`config.mk`:
```
export PLATFORM = sky130hd
export DESIGN_NAME = sprite_shooter
export DESIGN_NICKNAME = d
export VERILOG_FILES = /design/src/rtl/sprite_shooter.sv
export SDC_FILE = /design/constraint.sdc
export NUM_CORES = 1
export LEC_CHECK = 0
export ABC_AREA = 0
export CAP_MARGIN = 40
export CORE_MARGIN = 3
export CORE_UTILIZATION = 60
export CTS_BUF_LIST = sky130_fd_sc_hd__clkbuf_4 sky130_fd_sc_hd__clkbuf_8
export DETAILED_ROUTE_END_ITERATION = 16
export PLACE_DENSITY = 0.82
export SLEW_MARGIN = 10
export SYNTH_ARGS = -nofsm -noshare
export SYNTH_HDL_FRONTEND = slang
export SYNTH_SLANG_ARGS = --single-unit
export TNS_END_PERCENT = 100
```
`constraint.sdc`:
```
create_clock -name clk -period 6.8 [get_ports clk]
set_clock_uncertainty 0.05 [all_clocks]
set_input_delay 1.36 -clock clk [delete_from_list [all_inputs] [get_ports clk]]
set_output_delay 1.36 -clock clk [all_outputs]
set_load 0.05 [all_outputs]
```
`src/rtl/sprite_shooter.sv`:
```
// Movable player sprite with a single-shot bullet; emits registered per-pixel hit flags.
// Optional 2x sprite scaling is enabled by defining SPRITE_SCALE2_EN.
module sprite_shooter #(
  parameter int SPR_W       = 11,
  parameter int SPR_H       = 8,
  parameter logic [SPR_W*SPR_H-1:0] SHAPE = {
    11'h020, 11'h7FF, 11'h3FE, 11'h070,
    11'h070, 11'h070, 11'h1FC, 11'h0F8
  },
  parameter int SCREEN_W    = 640,
  parameter int SCREEN_H    = 480,
  parameter int START_X     = 315,
  parameter int START_Y     = 460,
  parameter int STEP        = 4,
  parameter int BULLET_STEP = 8,
  parameter int BULLET_LEN  = 4
) (
  input  logic       clk,
  input  logic       reset,
  input  logic [9:0] x,
  input  logic [9:0] y,
  input  logic       vsync,
  input  logic       left,
  input  logic       right,
  input  logic       fire,
  output logic       sprite_px,
  output logic       bullet_px,
  output logic [9:0] pos_x,
  output logic       bullet_active
);

`ifdef SPRITE_SCALE2_EN
  localparam int SCALE_SH = 1;
`else
  localparam int SCALE_SH = 0;
`endif

  localparam int FOOT_W     = SPR_W << SCALE_SH;
  localparam int FOOT_H     = SPR_H << SCALE_SH;
  localparam int LAUNCH_OFF = FOOT_W / 2;
  localparam int MAX_X      = SCREEN_W - FOOT_W;
  localparam int IDX_W      = $clog2(SPR_W * SPR_H);

  typedef enum logic [0:0] {
    IDLE   = 1'b0,
    FLYING = 1'b1
  } bstate_e;

  logic       vsync_q, vsync_d;
  logic       tick_s;
  logic       lft_l_q, lft_l_d;
  logic       rgt_l_q, rgt_l_d;
  logic       fir_l_q, fir_l_d;
  logic       lft_eff_s, rgt_eff_s, fir_eff_s;
  logic [9:0] pos_x_q, pos_x_d;
  bstate_e    state_q, state_d;
  logic [9:0] bul_x_q, bul_x_d;
  logic [9:0] bul_y_q, bul_y_d;
  logic       sprite_px_q, sprite_px_d;
  logic       bullet_px_q, bullet_px_d;

  logic [10:0] pos_ext_s, dec_s, inc_s;
  logic [10:0] x_ext_s, y_ext_s;
  logic        on_screen_s, spr_in_x_s, spr_in_y_s, bul_in_y_s;
  logic [9:0]  dx_s, dy_s, col_s, row_s;
  logic [IDX_W-1:0] shape_idx_s;

  // Frame tick and button latches; a press on the tick cycle is folded into that tick.
  always_comb begin
    vsync_d   = vsync;
    tick_s    = vsync_q & ~vsync;
    lft_eff_s = lft_l_q | left;
    rgt_eff_s = rgt_l_q | right;
    fir_eff_s = fir_l_q | fire;
    if (tick_s) begin
      lft_l_d = 1'b0;
      rgt_l_d = 1'b0;
      fir_l_d = 1'b0;
    end else begin
      lft_l_d = lft_eff_s;
      rgt_l_d = rgt_eff_s;
      fir_l_d = fir_eff_s;
    end
  end

  // Horizontal movement, evaluated at 11 bits so under/overflow shows before clamping.
  always_comb begin
    pos_x_d   = pos_x_q;
    pos_ext_s = {1'b0, pos_x_q};
    dec_s     = pos_ext_s - 11'(STEP);
    inc_s     = pos_ext_s + 11'(STEP);
    if (tick_s && lft_eff_s && !rgt_eff_s) begin
      if (dec_s[10]) begin
        pos_x_d = 10'd0;
      end else begin
        pos_x_d = dec_s[9:0];
      end
    end else if (tick_s && rgt_eff_s && !lft_eff_s) begin
      if (inc_s > 11'(MAX_X)) begin
        pos_x_d = 10'(MAX_X);
      end else begin
        pos_x_d = inc_s[9:0];
      end
    end else begin
      pos_x_d = pos_x_q;
    end
  end

  // Bullet state machine; launch column uses the sprite position before this tick's move.
  always_comb begin
    state_d = state_q;
    bul_x_d = bul_x_q;
    bul_y_d = bul_y_q;
    case (state_q)
      IDLE: begin
        if (tick_s && fir_eff_s) begin
          state_d = FLYING;
          bul_x_d = pos_x_q + 10'(LAUNCH_OFF);
          bul_y_d = 10'(START_Y - BULLET_LEN);
        end else begin
          state_d = IDLE;
        end
      end
      FLYING: begin
        if (tick_s) begin
          if (bul_y_q < 10'(BULLET_STEP)) begin
            state_d = IDLE;
          end else begin
            bul_y_d = bul_y_q - 10'(BULLET_STEP);
          end
        end else begin
          state_d = FLYING;
        end
      end
      default: begin
        state_d = IDLE;
      end
    endcase
  end

  // Pixel hit tests for the current (x,y), registered one cycle later.
  always_comb begin
    x_ext_s     = {1'b0, x};
    y_ext_s     = {1'b0, y};
    on_screen_s = (x < 10'(SCREEN_W)) && (y < 10'(SCREEN_H));
    spr_in_x_s  = (x_ext_s >= pos_ext_s) && (x_ext_s < pos_ext_s + 11'(FOOT_W));
    spr_in_y_s  = (y_ext_s >= 11'(START_Y)) && (y_ext_s < 11'(START_Y + FOOT_H));
    dx_s        = x - pos_x_q;
    dy_s        = y - 10'(START_Y);
    col_s       = dx_s >> SCALE_SH;
    row_s       = dy_s >> SCALE_SH;
    shape_idx_s = IDX_W'(row_s) * IDX_W'(SPR_W) + IDX_W'(col_s);
    bul_in_y_s  = (y_ext_s >= {1'b0, bul_y_q}) &&
                  (y_ext_s < {1'b0, bul_y_q} + 11'(BULLET_LEN));
    if (on_screen_s && spr_in_x_s && spr_in_y_s) begin
      sprite_px_d = SHAPE[shape_idx_s];
    end else begin
      sprite_px_d = 1'b0;
    end
    if (on_screen_s && (state_q == FLYING) && (x == bul_x_q) && bul_in_y_s) begin
      bullet_px_d = 1'b1;
    end else begin
      bullet_px_d = 1'b0;
    end
  end

  // State registers with synchronous reset.
  always_ff @(posedge clk) begin
    if (reset) begin
      vsync_q     <= 1'b1;
      lft_l_q     <= 1'b0;
      rgt_l_q     <= 1'b0;
      fir_l_q     <= 1'b0;
      pos_x_q     <= 10'(START_X);
      state_q     <= IDLE;
      bul_x_q     <= 10'd0;
      bul_y_q     <= 10'd0;
      sprite_px_q <= 1'b0;
      bullet_px_q <= 1'b0;
    end else begin
      vsync_q     <= vsync_d;
      lft_l_q     <= lft_l_d;
      rgt_l_q     <= rgt_l_d;
      fir_l_q     <= fir_l_d;
      pos_x_q     <= pos_x_d;
      state_q     <= state_d;
      bul_x_q     <= bul_x_d;
      bul_y_q     <= bul_y_d;
      sprite_px_q <= sprite_px_d;
      bullet_px_q <= bullet_px_d;
    end
  end

  assign sprite_px     = sprite_px_q;
  assign bullet_px     = bullet_px_q;
  assign pos_x         = pos_x_q;
  assign bullet_active = (state_q == FLYING);

endmodule

```
==> reports/metrics.cfg <==
[synthesis]
syn_inst = 468
ys_seq_area_share_pct = 17.4
synth_cell_types = 65
synthesis.nets = 565
synth.area.top_cells = ha_1, dfxtp_1, xnor2_1
synth_area_sq_mm = 0.00392
yosysWarnings = 0
ys_seq_elements = 34
synth_flop_cell = dfxtp_1
async_reset_ff_share_pct = 0
synth_edf_count = 0
yosys.area.top_type_share_pct = 18.5
syn_area_per_cell_sq_um = 8.37
synth_area_leader_cell = ha_1

[timing]
rsz0062_at_grt = no
maxSlewViolCount = 0
period_needed_ns = 5.66
slew_headroom_pct = 49.3
tns_ns = 0
max_freq_mhz = 177
fin_crit_sh_pct = 83.2
setup_violations = 0
tightest_slew_ns = 0.760
hold_viol_final = 0

[finish]
diodes = 0
final_common_cell = ha_1
syn2layout_area_growth_pct = 12.6
drive_gt1_share_pct = 6.07
stdcell_count = 569
fillCellCount = 470
layout_common_cells = ha_1, inv_1, clkdlybuf4s50_1, xnor2_1, dfxtp_1
nNetsFinal = 590

[power_and_ir_drop]
p_per_area_mw_per_mm2 = 224
p_leak_nw = 1.83
peakVddDrop_uv = 216

[setup_path]
critPathMaxFanout = 7
r2r_cells = 11
critical_path_class = primary input to register
reg2reg_slack_ns = 2.62
rr_endpoint = sprite_px
r2r_start = pos_x[3]
crit_path_start_kind = primary input
crit_path_end_kind = register
cp.required_ns = 6.94
worst_ep_arrival_time_ns = 5.79

[floorplanning]
rows = 28
dieArea_sq_mm = 0.00753
die_h_microns = 86.8
coreArea_sq_mm = 0.00613
die_width_microns = 86.8
ios = 39
start_util_pct = 63.9

[hold_path]
min_from = bul_x_q[2]
holdPathStages = 2
worstHoldEndpoint = bul_x_q[2]
hp-class = register to register

[grt]
grt_pass1_wl_mm = 15.8
grt-ovfl-total = 0
antenna_found_initial = 0
grt_use_total_pct = 26.4
grt_max_degree = 36
grt_pass1_vias = 3334

[route]
vias_per_cell = 6.03
ant_nets = 0
vias = 3430
routed_wl_mm = 9.37
drc = 0
wire_per_inst_microns = 16.5
dr.pass1.iters = 4
drt-initial-drc-count = 198

[placed_design]
dp_hpwl_mm = 7.30
globalplace.congestion = 0.919
port_buffers = 38
dpl.cell_count = 561

[cts]
cts_tree = done
cts.repair.resized = 0
numCtsBuffers = 5
clk_pin_slew_ns = 0.08
cts_hold_buf = 0
cts_root_buffer = clkbuf_8
h-tree-depth = 2
postCtsSetupBuffers = 0
cts.path.max_buffers = 2
clkSinkCount = 34
clkLatencyLatePin_ns = 0.30

[job]
drv_cap = 0

[run_status]
status = completed

cell families after synthesis:
group / after synthesis / share of synthesized area, %
AO/OA/AOI/OAI: 110 / 18.8
XOR/XNOR: 50 / 11.7
adder cells (fa/ha/maj): 71 / 25.2
buffers and inverters: 63 / 6.80
flip-flops: 34 / 17.4
multiplexers: 6 / 1.60
AND/OR/NAND/NOR: 134 / 18.5
final cells by class:
class,instances,area (sq um),share of cell area (%)
Clock buffer,7,83.8,1.90
Inverter,41,154,3.49
Multi-Input combinational cell,371,2970,67.3
Sequential cell,34,681,15.4
Clock inverter,1,30.0,0.681
Tap cell,75,93.8,2.13
Timing Repair Buffer,40,399,9.05
per-layer routing:
metal | vias to the layer above | wire [microns] | global-route usage (%) | share of wire [%]
met5 | - | 0 | 0 | 0
met3 | 11 | 432 | 3.52 | 4.6
met4 | 0 | 120 | 6.09 | 1.3
li1 | 1719 | - | - | -
met1 | 1605 | 4240 | 34.7 | 45
met2 | 95 | 4570 | 45.6 | 49
where the power goes:
part | internal, mW | total, mW | switching, mW
registers | 0.211 | 0.230 | 0.0184
logic | 0.246 | 0.560 | 0.314
clock network | 0.118 | 0.200 | 0.0822
total | 0.575 | 0.989 | 0.415
per-stage QoR:
step	setup WS, ns	hold WS, ns	utilization (%)	cell area [sq um]	total power [mW]
after CTS	1.15	0.423	71.9	4410	0.982
after global placement	0.993	0.405	69.9	4290	0.752
final	1.14	0.429	71.9	4410	0.989
after floorplan	1.73	0.394	-	3920	0.658
after detailed placement	0.866	0.412	70.1	4300	0.780
after global routing	0.966	0.433	71.9	4410	1.06
worst max-delay path by stage:
stage	from	end	slack, ns	cells past startpoint
2_1_floorplan	y[2]	sprite_px	1.73	15
3_3_place_gp	y[2]	sprite_px	0.99	15
3_5_place_dp	y[2]	sprite_px	0.87	13
4_1_cts	y[2]	sprite_px	1.15	13
5_1_grt	y[2]	sprite_px	0.97	13
6_report	y[2]	sprite_px	1.14	13
critical path, cell delays in order:
cell	delay, ns
clkdlybuf4s50_1	0.66
inv_1	0.17
ha_1	0.40
fa_1	0.54
fa_1	0.43
fa_1	0.49
ha_1	0.38
xor2_1	0.43
or3b_2	0.48
mux2i_1	0.16
a211oi_1	0.06
nand4bb_1	0.15
a221oi_2	0.07
Yosys cell counts, drive strengths merged (3+ instances only):
cell / instances
and4: 3
a311oi: 3
dfxtp: 34
o21a: 8
nor4: 3
o211ai: 6
nor4b: 3
and3: 3
nand3b: 3
a31oi: 7
nor3: 22
o2111ai: 3
mux2i: 4
ha: 58
inv: 41
nor2: 35
xor2: 12
a21oi: 29
a211oi: 11
o21ai: 19
nor2b: 4
xnor2: 37
buf: 9
nand2: 26
nand3: 14
nand4: 8
fa: 13
clkbuf: 13
a21o: 8
Power figures use the tool's default switching activity.
